File: src/rtl/maq_timer.sv
// maq_timer: MM:SS BCD countdown timer with an IDLE/RUN/PAUSE/DONE state machine.
//
// Ports
//   maqt_clock          in   sole clock, rising edge
//   maqt_reset          in   asynchronous, active-low reset
//   maqt_tick           in   1 Hz enable pulse, one clock wide; decrements the count in RUN
//   maqt_load           in   strobe; loads the (clamped) preset digits and returns to IDLE
//   maqt_start          in   strobe; starts or resumes a non-zero count
//   maqt_pause          in   strobe; freezes a running count
//   maqt_pre_min_msd    in   [2:0] preset minutes tens digit (values above 5 clamp to 5)
//   maqt_pre_min_lsd    in   [3:0] preset minutes units digit (values above 9 clamp to 9)
//   maqt_pre_sec_msd    in   [2:0] preset seconds tens digit (values above 5 clamp to 5)
//   maqt_pre_sec_lsd    in   [3:0] preset seconds units digit (values above 9 clamp to 9)
//   maqt_min_msd/lsd    out  registered minutes digits
//   maqt_sec_msd/lsd    out  registered seconds digits
//   maqt_running        out  high while in RUN
//   maqt_done           out  high while in DONE
//   maqt_alarm          out  one-clock pulse when the count reaches 00:00
module maq_timer (
  input  logic       maqt_clock,
  input  logic       maqt_reset,
  input  logic       maqt_tick,
  input  logic       maqt_load,
  input  logic       maqt_start,
  input  logic       maqt_pause,
  input  logic [2:0] maqt_pre_min_msd,
  input  logic [3:0] maqt_pre_min_lsd,
  input  logic [2:0] maqt_pre_sec_msd,
  input  logic [3:0] maqt_pre_sec_lsd,
  output logic [2:0] maqt_min_msd,
  output logic [3:0] maqt_min_lsd,
  output logic [2:0] maqt_sec_msd,
  output logic [3:0] maqt_sec_lsd,
  output logic       maqt_running,
  output logic       maqt_done,
  output logic       maqt_alarm
);

  typedef enum logic [1:0] {IDLE, RUN, PAUSE, DONE} state_t;

  state_t state;

  // Tens digits saturate at 5 so a bad preset can never show e.g. 7x:xx.
  function automatic logic [2:0] clamp_msd(input logic [2:0] d);
    return (d > 3'd5) ? 3'd5 : d;
  endfunction

  // Units digits saturate at 9 so a bad preset can never show a non-BCD code.
  function automatic logic [3:0] clamp_lsd(input logic [3:0] d);
    return (d > 4'd9) ? 4'd9 : d;
  endfunction

  // One-second BCD decrement of {min_msd, min_lsd, sec_msd, sec_lsd} with
  // borrow rippling from seconds units up to minutes tens. Only applied to a
  // non-zero count, so the minutes tens digit never has to wrap.
  function automatic logic [13:0] dec_count(input logic [13:0] c);
    logic [2:0] mm;
    logic [3:0] ml;
    logic [2:0] sm;
    logic [3:0] sl;
    {mm, ml, sm, sl} = c;
    if (sl != 4'd0) begin
      sl = sl - 4'd1;
    end else begin
      sl = 4'd9;
      if (sm != 3'd0) begin
        sm = sm - 3'd1;
      end else begin
        sm = 3'd5;
        if (ml != 4'd0) begin
          ml = ml - 4'd1;
        end else begin
          ml = 4'd9;
          if (mm != 3'd0) mm = mm - 3'd1;
        end
      end
    end
    return {mm, ml, sm, sl};
  endfunction

  logic [13:0] count_now;
  logic [13:0] count_dec;
  logic        count_zero;
  logic        dec_zero;

  assign count_now  = {maqt_min_msd, maqt_min_lsd, maqt_sec_msd, maqt_sec_lsd};
  assign count_dec  = dec_count(count_now);
  assign count_zero = (count_now == 14'd0);
  assign dec_zero   = (count_dec == 14'd0);

  // Registered state, count and flags; strobe priority is load > pause > start > tick.
  always_ff @(posedge maqt_clock or negedge maqt_reset) begin
    if (!maqt_reset) begin
      state        <= IDLE;
      maqt_min_msd <= 3'd0;
      maqt_min_lsd <= 4'd0;
      maqt_sec_msd <= 3'd0;
      maqt_sec_lsd <= 4'd0;
      maqt_running <= 1'b0;
      maqt_done    <= 1'b0;
      maqt_alarm   <= 1'b0;
    end else begin
      maqt_alarm <= 1'b0;
      if (maqt_load) begin
        state        <= IDLE;
        maqt_min_msd <= clamp_msd(maqt_pre_min_msd);
        maqt_min_lsd <= clamp_lsd(maqt_pre_min_lsd);
        maqt_sec_msd <= clamp_msd(maqt_pre_sec_msd);
        maqt_sec_lsd <= clamp_lsd(maqt_pre_sec_lsd);
        maqt_running <= 1'b0;
        maqt_done    <= 1'b0;
      end else if (maqt_pause) begin
        if (state == RUN) begin
          state        <= PAUSE;
          maqt_running <= 1'b0;
        end
      end else if (maqt_start) begin
        if ((state == IDLE || state == PAUSE) && !count_zero) begin
          state        <= RUN;
          maqt_running <= 1'b1;
        end
      end else if (maqt_tick && state == RUN) begin
        {maqt_min_msd, maqt_min_lsd, maqt_sec_msd, maqt_sec_lsd} <= count_dec;
        // Reaching 00:00 finishes on this same edge.
        if (dec_zero) begin
          state        <= DONE;
          maqt_running <= 1'b0;
          maqt_done    <= 1'b1;
          maqt_alarm   <= 1'b1;
        end
      end
    end
  end

endmodule

File: config.mk
export PLATFORM = sky130hd
export DESIGN_NAME = maq_timer
export DESIGN_NICKNAME = d
export VERILOG_FILES = /design/src/rtl/maq_timer.sv
export SDC_FILE = /design/constraint.sdc
export NUM_CORES = 1
export LEC_CHECK = 0
export ABC_AREA = 1
export BUFFER_PORTS_ARGS = -buffer_cell sky130_fd_sc_hd__clkbuf_2
export CAP_MARGIN = 20
export CORE_ASPECT_RATIO = 1.4
export CORE_MARGIN = 2
export CORE_UTILIZATION = 47
export CTS_CLUSTER_SIZE = 16
export DETAILED_ROUTE_END_ITERATION = 6
export GPL_TIMING_DRIVEN = 0
export HOLD_SLACK_MARGIN = 0.15
export PLACE_DENSITY_LB_ADDON = 0.25
export SLEW_MARGIN = 0
export SYNTH_ARGS = -nofsm -noshare
export SYNTH_HDL_FRONTEND = slang
export SYNTH_SLANG_ARGS = --single-unit
File: constraint.sdc
create_clock -name maqt_clock -period 1.85 [get_ports maqt_clock]
set_input_delay 0.185 -clock maqt_clock [delete_from_list [all_inputs] [get_ports maqt_clock]]
set_output_delay 0.185 -clock maqt_clock [all_outputs]
set_load 0.02 [all_outputs]
==> results.md, run 1 <==
- Status: finished, violations left
- Failing checks: negative setup slack
- Final ANT Viol Nets: 0
- GRT Util Overall: about a quarter
- Most used cell, CP: nand2_1
- Max frequency: ~540 MHz
- Max-slew violations: 0
- Final Hold Fails: 0
- I/O pin count: 37
- DRC viols: 0
- Pin count of the biggest net entering global routing: 20
- Core area: 2820 sq um
- CTS buffer count: 3
- MaxCap Viol Count: 0
- Final setup TNS: -0.0101 ns
- Critical path cell sequence: nor2_4, ha_4, nand2_2, nor2_4, nand3_2, nand2_1, nand2_1, inv_2, nand2_1, nor2_2, nand2_2, nand2_2, nand2_2, nand2_1, nand2_1
- IO Port Bufs: 35
- Seq/Total Area, Yosys: 34.5%
- Most used DFF post-synth: dfrtp_1
- Synth Area per Inst: roughly 6.7 sq um
- Mapped Cells: roughly 210
- Die area: about 3400 sq um
- Yosys top cell by area: dfrtp_1
- Final WS setup: -0.0101 ns
- Rows: 23
- Area of the mapped netlist: ~1400 sq um
- Hold_ws: around 0.18 ns
- Slew @ Worst Pin: a little over 0.5 ns
- Crit path from: maqt_sec_msd[1]
- Post-detail-place hpwl: ~2.8 mm
- Minimum clock period: between 1.5 and 2 ns
- Post-Syn Nets: between 200 and 250
- Highest net fanout along the worst path: 4
- DRT Wirelength: a little under 4 mm
- Final nets: 282
- Period utilisation layout: 101%
- Critical R2R Capture: state[0]
- Clock Sinks: 19
- Worst-path clk slew: ~0.070 ns
- Setup crit end kind: flop
- Fillers: 275
- WS Path Type: flop to flop
- Reg-to-Reg Start: maqt_sec_msd[1]
- Worst path slowest cell: dfrtp_1
- Top cell type's share of synthesized area: approximately a third
- HP Class: input pin to flop
- Synth cell count leaders: 59 x nand2_1, 27 x inv_1, 21 x nor2_1
- Share of layout cells above drive strength 1: around a third
- Max-slew headroom: 66.4%
- Fin util: between 60 and 70%
- WL per Instance: around 13 um
- Max Clock Skew: 0.00154 ns
- DIE HEIGHT: around 70 um
- Via count: between 1500 and 2000
- Asr flop ratio synth: 100%
- Ratio of total power to cell area: 736 nW/um^2
- # diodes: 0
- DRT iter0 DRCs: between 50 and 60
- Final GP Congestion: about 0.85
- CTS Root Cell: clkbuf_8
- Worst Hold Path EP: maqt_min_msd[0]
- Worst IR Drop VDD: roughly 0.00046 V
- Top post-synthesis cells by area: dfrtp_1 34%, nand2_1 16%, inv_1 7.3%, o21ai_0 6.5%, nand3_1 6.2%
- Reg2reg setup slack: -0.01 ns
- CP Data Arrival Time: around 2.0 ns
- Reg2Reg Depth: 15
- Drt via density: just over 5
- Die Span X: roughly 50 um
- CP Buf/Inv Count: 1
- Max clock buf depth: 2
- Hold depth: 3
- Clk_lat worst skew: 0.25 ns
- Required time of the worst setup path: 2.00 ns
- Unrepaired setup endpoints after global routing: yes
- Post-synth EDFFs: 0
- Synth Register Bits: 19
- 1st-pass router iterations: 4
- HP Start: maqt_pre_min_msd[0]
- GRT Residual Overflow: 0
- Distinct cells, synth: 29
- CP delay by family, top: simple AND/OR/NAND/NOR gates
- Vias in the first global route: 1413
- Ys Warns: 0
- CTS tree: yes
- Most common cell in the netlist: nand2_1
- Syn-to-layout area delta: 32.1%
- Leak Pwr: roughly 0.00093 uW
- Final setup vio count: 1
- Starting Density: between 40 and 50%
- Antenna violations before repair: 0
- Critical path launch point type: flop
- H-tree depth: 1
- First-pass GRT wire length: 6.20 mm
- Max stage delay on crit path: approximately 0.42 ns
-- flip-flops by register name, indices dropped and copies added (netlist names) --
register	cells
maqt_done	1
maqt_sec_msd	3
maqt_running	1
state	2
maqt_sec_lsd	4
maqt_min_lsd	4
maqt_alarm	1
maqt_min_msd	3
-- tightest hold or removal path, cell delays in order --
cell and delay, ns:
clkbuf_2 0.08, nand2_1 0.04, o211ai_1 0.09
-- repair_timing --
action	in CTS	in global routing
setup endpoints to repair	4	7
hold endpoints to repair	19	0
pin swaps	10	17
resized for setup	10	15
buffers inserted	8	3
hold buffers	1	0
-- logic make-up (layout without fill, tap and decap cells) --
family | count (synthesis) | count (layout) | synth area share [%]
buf+inv | 34 | 85 | 9.97
flops | 19 | 19 | 34.5
fa+ha+maj | 4 | 4 | 3.63
simple gates | 113 | 113 | 36.5
compound gates | 36 | 36 | 15.4
-- power breakdown --
part / switching (uW) / total [uW] / internal [uW]
clock: 142 / 292 / 150
combinational: 323 / 522 / 199
sequential: 63.4 / 527 / 463
total: 529 / 1340 / 812
-- layer usage --
metal | vias to the layer above | GRT usage (%) | wire length [um]
met3 | 6 | 4.15 | 148
li1 | 773 | - | -
met5 | - | 0 | 0
met4 | 0 | 11.5 | 58
met2 | 44 | 45.2 | 2050
met1 | 699 | 27.3 | 1610
-- stage by stage --
stage / instance area, sq um / instances / power (uW) / worst slack (ns)
after floorplan: 1390 / 206 / 819 / 0.00781
after global placement: 1610 / 278 / 953 / -0.186
after detailed placement: 1610 / 278 / 962 / -0.221
after CTS: 1750 / 291 / 1300 / -0.0660
after global routing: 1820 / 294 / 1430 / -0.170
final: 1820 / 294 / 1340 / -0.0101
-- layout by cell type, fill, tap and decap left out, drive strengths merged, types with 2 or more instances in the layout --
cell type | netlist | routed
o221ai | 2 | 2
a31oi | 4 | 4
inv | 29 | 29
dfrtp | 19 | 19
clkbuf | 2 | 40
o21ai | 18 | 18
nor3 | 2 | 2
a21oi | 4 | 4
nand2 | 63 | 63
a22oi | 2 | 2
nor2 | 28 | 28
buf | 2 | 13
clkinv | 1 | 2
o211ai | 3 | 3
ha | 4 | 4
nand3 | 17 | 17
-- worst max-delay path by stage --
stage,endpoint,slack (ns),cells after the start
floorplan,maqt_running,0.008,13
CTS,state[0],-0.07,15
finish,state[0],-0.01,15
detailed placement,state[0],-0.22,13
global route,state[0],-0.17,13
global placement,state[1],-0.19,13
-- cell type report --
type	instances	area, sq um	area share (%)
inverter	30	118	6.45
clock inverter	1	5.00	0.275
timing repair buffer	47	268	14.7
buffer	4	20.0	1.10
clock buffer	3	41.3	2.26
multi-input combinational	153	846	46.4
tap	37	46.3	2.54
sequential	19	479	26.3
No activity file was read; power rests on OpenSTA's default activity.
==> run 2, diff against run 1 <==
- PLACE_DENSITY_LB_ADDON: 0.25 -> 0.12
==> run 2 against run 1 <==
  * The run still ends with negative setup slack left
  * Global-route usage is 0.080 points lower
  * Highest routed layer unchanged
  * Sequential cell count stayed put
  * Worst hold slack got worse by 0.029 ns
  * Register-to-register slack is essentially flat
  * Via count stayed put
  * Cell area increased by 0.96%
==> results.md, run 2 (same netlist as run 1, synthesis figures left out) <==
- Status: finished, violations left
- Failing checks: negative setup slack
- 1st-pass router iterations: 4 (unchanged)
- Total chip power: 1360 uW (+1.3%)
- Max frequency: 536 MHz (-0.33%)
- Placement Setup Slack: -0.164 ns (+0.0569 ns)
- CTS buffer count: 3 (unchanged)
- Final nets: 280 (-0.71%)
- Top Registers: maqt_min_lsd: 4 flops, maqt_sec_lsd: 4 flops
- WS Path Type: flop to flop
- WL per Instance: 13.5 um (+2.3%)
- Share of layout cells above drive strength 1: 33.7% (-0.13 points)
- GRT Residual Overflow: 0 (unchanged)
- Max-slew headroom: 66.0% (-0.40 points)
- Pin count of the biggest net entering global routing: 20 (unchanged)
- Hold_ws: 0.151 ns (-0.0295 ns)
- Die Span X: 49.8 um (unchanged)
- Reg2reg setup slack: -0.02 ns (about the same)
- Via count: 1522 (unchanged)
- IO Port Bufs: 35 (unchanged)
- Minimum clock period: 1.87 ns (+0.00616 ns)
- Die area: 3390 sq um (unchanged)
- Final Hold Fails: 0 (unchanged)
- GRT Util Overall: 24.4% (-0.080 points)
- Int Power: 817 uW (+0.61%)
- Comb power frac: 38.9% (about the same)
- I/O pin count: 37 (unchanged)
- Final Instance Area: 1840 sq um (+0.96%)
- # diodes: 0 (unchanged)
- Highest net fanout along the worst path: 4 (unchanged)
- Final ANT Viol Nets: 0 (unchanged)
- Starting Density: 48.9% (unchanged)
- H-tree depth: 1 (unchanged)
- MaxCap Viol Count: 0 (unchanged)
- Clock Sinks: 19 (unchanged)
- Area after DPL: 1610 sq um (unchanged)
- Slew @ Worst Pin: 0.510 ns (+0.00597 ns)
- Max clock buf depth: 2 (unchanged)
- Share of total power in the clock network: 22.4% (+0.6 points)
- Switching Fraction: 39.9% (+0.40 points)
- Rows: 23 (unchanged)
- Final WS setup: -0.0163 ns (-0.00616 ns)
- Final GP Congestion: 0.837 (-1.3%)
- DRC viols: 0 (unchanged)
- Psw: 541 uW (+2.3%)
- Fillers: 296 (+7.6%)
- Setup crit end kind: flop
- First-pass GRT wire length: 6.20 mm (+0.11%)
- Critical path launch point type: flop
- DRT Wirelength: 3.93 mm (+1.6%)
- Clk_lat worst skew: 0.26 ns (about the same)
- DRT iter0 DRCs: 32 (-38%)
- Share of total power in sequential cells: 38.7% (-0.6 points)
- Final setup vio count: 3 (+2)
- Syn-to-layout area delta: 33.4%
- CTS Root Cell: clkbuf_8
- HP Class: input pin to flop
- CP Data Arrival Time: 2.03 ns (+0.02 ns)
- Commonest non-fill, non-tap cell in the layout: nand2_1
- CTS tree: yes
- Required time of the worst setup path: 2.01 ns (about the same)
- Drt via density: 5.21 (+0.68%)
- Worst-path clk slew: 0.08 ns (about the same)
- Final setup TNS: -0.0293 ns (-0.0192 ns)
- Period utilisation layout: 101% (+0.33 points)
- Worst IR Drop VDD: 0.000401 V (-12%)
- Post-detail-place hpwl: 2.83 mm (+0.29%)
- Antenna violations before repair: 0 (unchanged)
- Max-slew violations: 0 (unchanged)
- Ratio of total power to cell area: 738 nW/um^2 (+0.32%)
- Core area: 2820 sq um (unchanged)
- Commonest non-fill, non-tap cells in the layout: 51 x nand2_1, 35 x clkbuf_2, 24 x inv_1
- DIE HEIGHT: 68.1 um (unchanged)
- Unrepaired setup endpoints after global routing: yes
- Max Clock Skew: 0.00225 ns (+0.000711 ns)
- Leak Pwr: 0.000932 uW (about the same)
- Vias in the first global route: 1437 (+1.7%)
run 2: per-stage QoR:
step	util, %	instances
after detailed placement	57.0	278
after floorplan	-	206
after global routing	65.3	292
after CTS	61.1	288
after global placement	57.0	278
final	65.3	292
run 2: per-layer routing:
metal  global-route usage, %  share of wire [%]
met1                    28.2                 41
met2                    44.5                 52
met3                    3.28                4.8
met4                    11.5                2.2
met5                       0                  0
run 2: power groups by stage:
stage	Sequential (uW)	Combinational [uW]	Clock [uW]
after global placement	531	423	0
after global routing	532	586	325
after floorplan	574	245	0
after CTS	520	475	307
after detailed placement	531	427	0
final	525	528	305
run 2: what timing repair did:
item | 4_1_cts | 5_1_grt
setup buffers | 5 | 4
setup endpoints to repair | 4 | 6
gates resized for setup | 7 | 23
hold buffers | 1 | 0
endpoints found under the hold margin | 19 | 0
pin swaps | 4 | 13
gates cloned | 0 | 0
run 2: final timing paths:
check	end	depth (start not counted)	from
setup / recovery	state[0]	15	maqt_sec_msd[0]
hold / removal	maqt_min_msd[0]	3	maqt_pre_min_msd[0]
setup reg to reg	state[0]	15	maqt_sec_msd[0]
hold reg to reg	state[1]	2	state[1]
max in group asynchronous	maqt_min_msd[0]	2	maqt_reset
min in group asynchronous	maqt_sec_lsd[3]	2	maqt_reset
run 2: area by class of cell:
type | instances | area, sq um | share of cell area (%)
timing repair buffer | 45 | 253 | 13.7
sequential | 19 | 479 | 26.0
multi-input combinational | 153 | 880 | 47.8
buffer | 4 | 20.0 | 1.09
clock buffer | 4 | 45.0 | 2.45
inverter | 30 | 118 | 6.39
tap | 37 | 46.3 | 2.52
run 2: worst max-delay path, stage by stage (launching register included):
cell	delay, ns
dfrtp_1	0.43
nor2_4	0.14
ha_4	0.19
nand2_4	0.07
nor2_4	0.13
nand3_2	0.10
nand2_2	0.08
nand2_2	0.04
inv_2	0.05
nand2_2	0.06
nor2_2	0.11
nand2_2	0.09
nand2_4	0.09
nand2_4	0.06
nand2_2	0.07
nand2_1	0.04
==> run 3, diff against run 2 <==
==> constraint.sdc (replaced) <==
create_clock -name maqt_clock -period 1.85 [get_ports maqt_clock]
set_input_delay 0.37 -clock maqt_clock [delete_from_list [all_inputs] [get_ports maqt_clock]]
set_output_delay 0.37 -clock maqt_clock [all_outputs]
set_load 0.01 [all_outputs]
==> run 3 against run 2 <==
  * The flow still finishes with violations (negative setup slack)
  * Core utilization shrank 0.31 points
  * Combinational power shrank 7.4%
  * Clock power is 2% lower
  * Non-clock buffer count grew 4
  * Wire length decreased by 2.8%
  * Clock skew is 0.0011 ns higher
  * Sequential power fell by 0.8%
  * Sequential cell count stayed put
  * Largest power group is now registers
  * Highest routed layer unchanged
==> results.md, run 3 (same netlist as run 1, synthesis figures left out) <==
- Worst Hold Path EP: maqt_min_msd[0]
- Period utilisation layout: 102% (+0.88 points)
- Highest net fanout along the worst path: 3 (-1)
- Max clock buf depth: 2 (unchanged)
- Final Hold Fails: 0 (unchanged)
- Antenna violations before repair: 0 (unchanged)
- Total chip power: 1310 uW (-3.6%)
- # diodes: 0 (unchanged)
- Rows: 23 (unchanged)
- H-tree depth: 1 (unchanged)
- Slew @ Worst Pin: 0.536 ns (+0.0257 ns)
- Unrepaired setup endpoints after global routing: yes
- Via count: 1534 (+0.79%)
- Commonest non-fill, non-tap cell in the layout: nand2_1
- DRC viols: 0 (unchanged)
- Fillers: 274 (-7.4%)
- Top Registers: maqt_min_lsd: 4 flops, maqt_sec_lsd: 4 flops
- Leak Pwr: 0.000945 uW (+1.3%)
- Final ANT Viol Nets: 0 (unchanged)
- Critical path cell sequence: inv_2, ha_1, ha_1, nor2_2, buf_4, nand3_1, nand2_2, nand2_1, nor2_2, nand2_2, nand2_2, nand2_2, nand2_1, nand2_1
- Max frequency: 531 MHz (-0.86%)
- Syn-to-layout area delta: 32.7%
- Clock Sinks: 19 (unchanged)
- Vias in the first global route: 1375 (-4.3%)
- CTS Root Cell: clkbuf_8
- Die Span X: 49.8 um (unchanged)
- Failing checks: negative setup slack
- Commonest non-fill, non-tap cells in the layout: 55 x nand2_1, 35 x clkbuf_2, 24 x inv_1
- DIE HEIGHT: 68.1 um (unchanged)
- Worst path slowest cell: dfrtp_1
- 1st-pass router iterations: 4 (unchanged)
- WL per Instance: 12.9 um (-4.2%)
- Hold depth: 3 (unchanged)
- Clk_lat worst skew: 0.26 ns (about the same)
- Drt via density: 5.18 (-0.57%)
- Max stage delay on crit path: 0.39 ns (-0.04 ns)
- Worst-path clk slew: 0.08 ns (about the same)
- Final nets: 284 (+1.4%)
- GRT Residual Overflow: 0 (unchanged)
- Reg2reg setup slack: -0.03 ns (-0.02 ns)
- Reg2Reg Depth: 14 (-1)
- Post-detail-place hpwl: 2.65 mm (-6.1%)
- Reg-to-Reg Start: maqt_min_msd[1]
- Share of layout cells above drive strength 1: 32.0% (-1.7 points)
- CTS buffer count: 3 (unchanged)
- Minimum clock period: 1.88 ns (+0.0162 ns)
- DRT iter0 DRCs: 50 (+56%)
- Placement Setup Slack: -0.226 ns (-0.0622 ns)
- Required time of the worst setup path: 2.00 ns (about the same)
- Final setup vio count: 3 (unchanged)
- I/O pin count: 37 (unchanged)
- CTS tree: yes
- HP Class: input pin to flop
- Max-slew violations: 0 (unchanged)
- Hold_ws: 0.355 ns (+0.203 ns)
- WS Path Type: flop to flop
- Status: finished, violations left
- Critical path launch point type: flop
- HP Start: maqt_pre_min_msd[0]
- CP Data Arrival Time: 2.03 ns (about the same)
- DRT Wirelength: 3.82 mm (-2.8%)
- IO Port Bufs: 35 (unchanged)
- Most used cell, CP: nand2_2
- Starting Density: 48.9% (unchanged)
- First-pass GRT wire length: 6.01 mm (-3.1%)
- Final setup TNS: -0.0753 ns (-0.0460 ns)
- Pin count of the biggest net entering global routing: 20 (unchanged)
- MaxCap Viol Count: 0 (unchanged)
- Ratio of total power to cell area: 715 nW/um^2 (-3.2%)
- Final GP Congestion: 0.955 (+14%)
- Critical R2R Capture: state[0]
- Core area: 2820 sq um (unchanged)
- Max-slew headroom: 64.3% (-1.7 points)
- Setup crit end kind: flop
- GRT Util Overall: 23.1% (-1.2 points)
- Max Clock Skew: 0.00330 ns (+0.00105 ns)
- Worst IR Drop VDD: 0.000510 V (+27%)
- Final WS setup: -0.0325 ns (-0.0162 ns)
- Die area: 3390 sq um (unchanged)
-- run 3: cell count changes in the layout (fill, tap and decap cells not counted), moves of 2 or more --
cell,change
ha_4,-2
nand2_4,-3
buf_4,+3
nand2_1,+4
ha_1,+2
-- run 3: layout make-up --
type                            count  area, sq um  share of cell area [%]
Buffer                              4         20.0                    1.09
Tap cell                           37         46.3                    2.53
Inverter                           30          118                    6.42
Multi-Input combinational cell    153          838                    45.8
Clock buffer                        4         45.0                    2.46
Sequential cell                    19          478                    26.1
Timing Repair Buffer               49          287                    15.6
-- run 3: power by group --
part / leakage [uW] / total (uW) / switching, uW / internal (uW)
clock network: 0.0000228 / 299 / 145 / 153
logic: 0.000687 / 489 / 288 / 201
registers: 0.000235 / 521 / 58.2 / 463
total: 0.000945 / 1310 / 492 / 817
-- run 3: timing repair --
| item | 4_1_cts | 5_1_grt |
|---|---|---|
| gates resized for setup | 7 | 17 |
| hold buffers | 1 | 0 |
| gates cloned | 0 | 0 |
| endpoints found under the setup margin | 6 | 14 |
| endpoints found under the hold margin | 19 | 0 |
| buffers inserted | 5 | 8 |
| pin swaps | 3 | 12 |
-- run 3: per-layer routing --
| layer | vias to the layer above | wire (um) | global-route usage, % |
|---|---|---|---|
| met5 | - | 0 | 0 |
| met2 | 31 | 2040 | 42.7 |
| met3 | 10 | 112 | 2.18 |
| met4 | 0 | 119 | 7.99 |
| met1 | 715 | 1550 | 28.1 |
| li1 | 778 | - | - |
-- run 3: worst max-delay path by stage --
stage	to	cells past startpoint	slack (ns)	start
3_3_place_gp	maqt_running	13	-0.20	maqt_sec_msd[1]
5_1_grt	maqt_running	14	-0.14	maqt_min_msd[1]
4_1_cts	state[0]	13	0.004	maqt_sec_msd[2]
2_1_floorplan	maqt_running	13	0.04	maqt_sec_msd[1]
3_5_place_dp	state[0]	13	-0.23	maqt_sec_msd[1]
6_report	state[0]	14	-0.03	maqt_min_msd[1]
-- run 3: through the flow --
stage	instances	area, sq um	util, %
6_report	296	1830	65.0
2_1_floorplan	206	1380	-
3_5_place_dp	278	1600	56.8
5_1_grt	296	1830	65.0
3_3_place_gp	278	1600	56.8
4_1_cts	288	1720	61.0
-- run 3: critical path, delay by kind of cell (launching register included) --
family | cells | cell delay, ns
fa+ha+maj | 2 | 0.39
flops | 1 | 0.39
buf+inv | 2 | 0.19
simple gates | 10 | 0.80
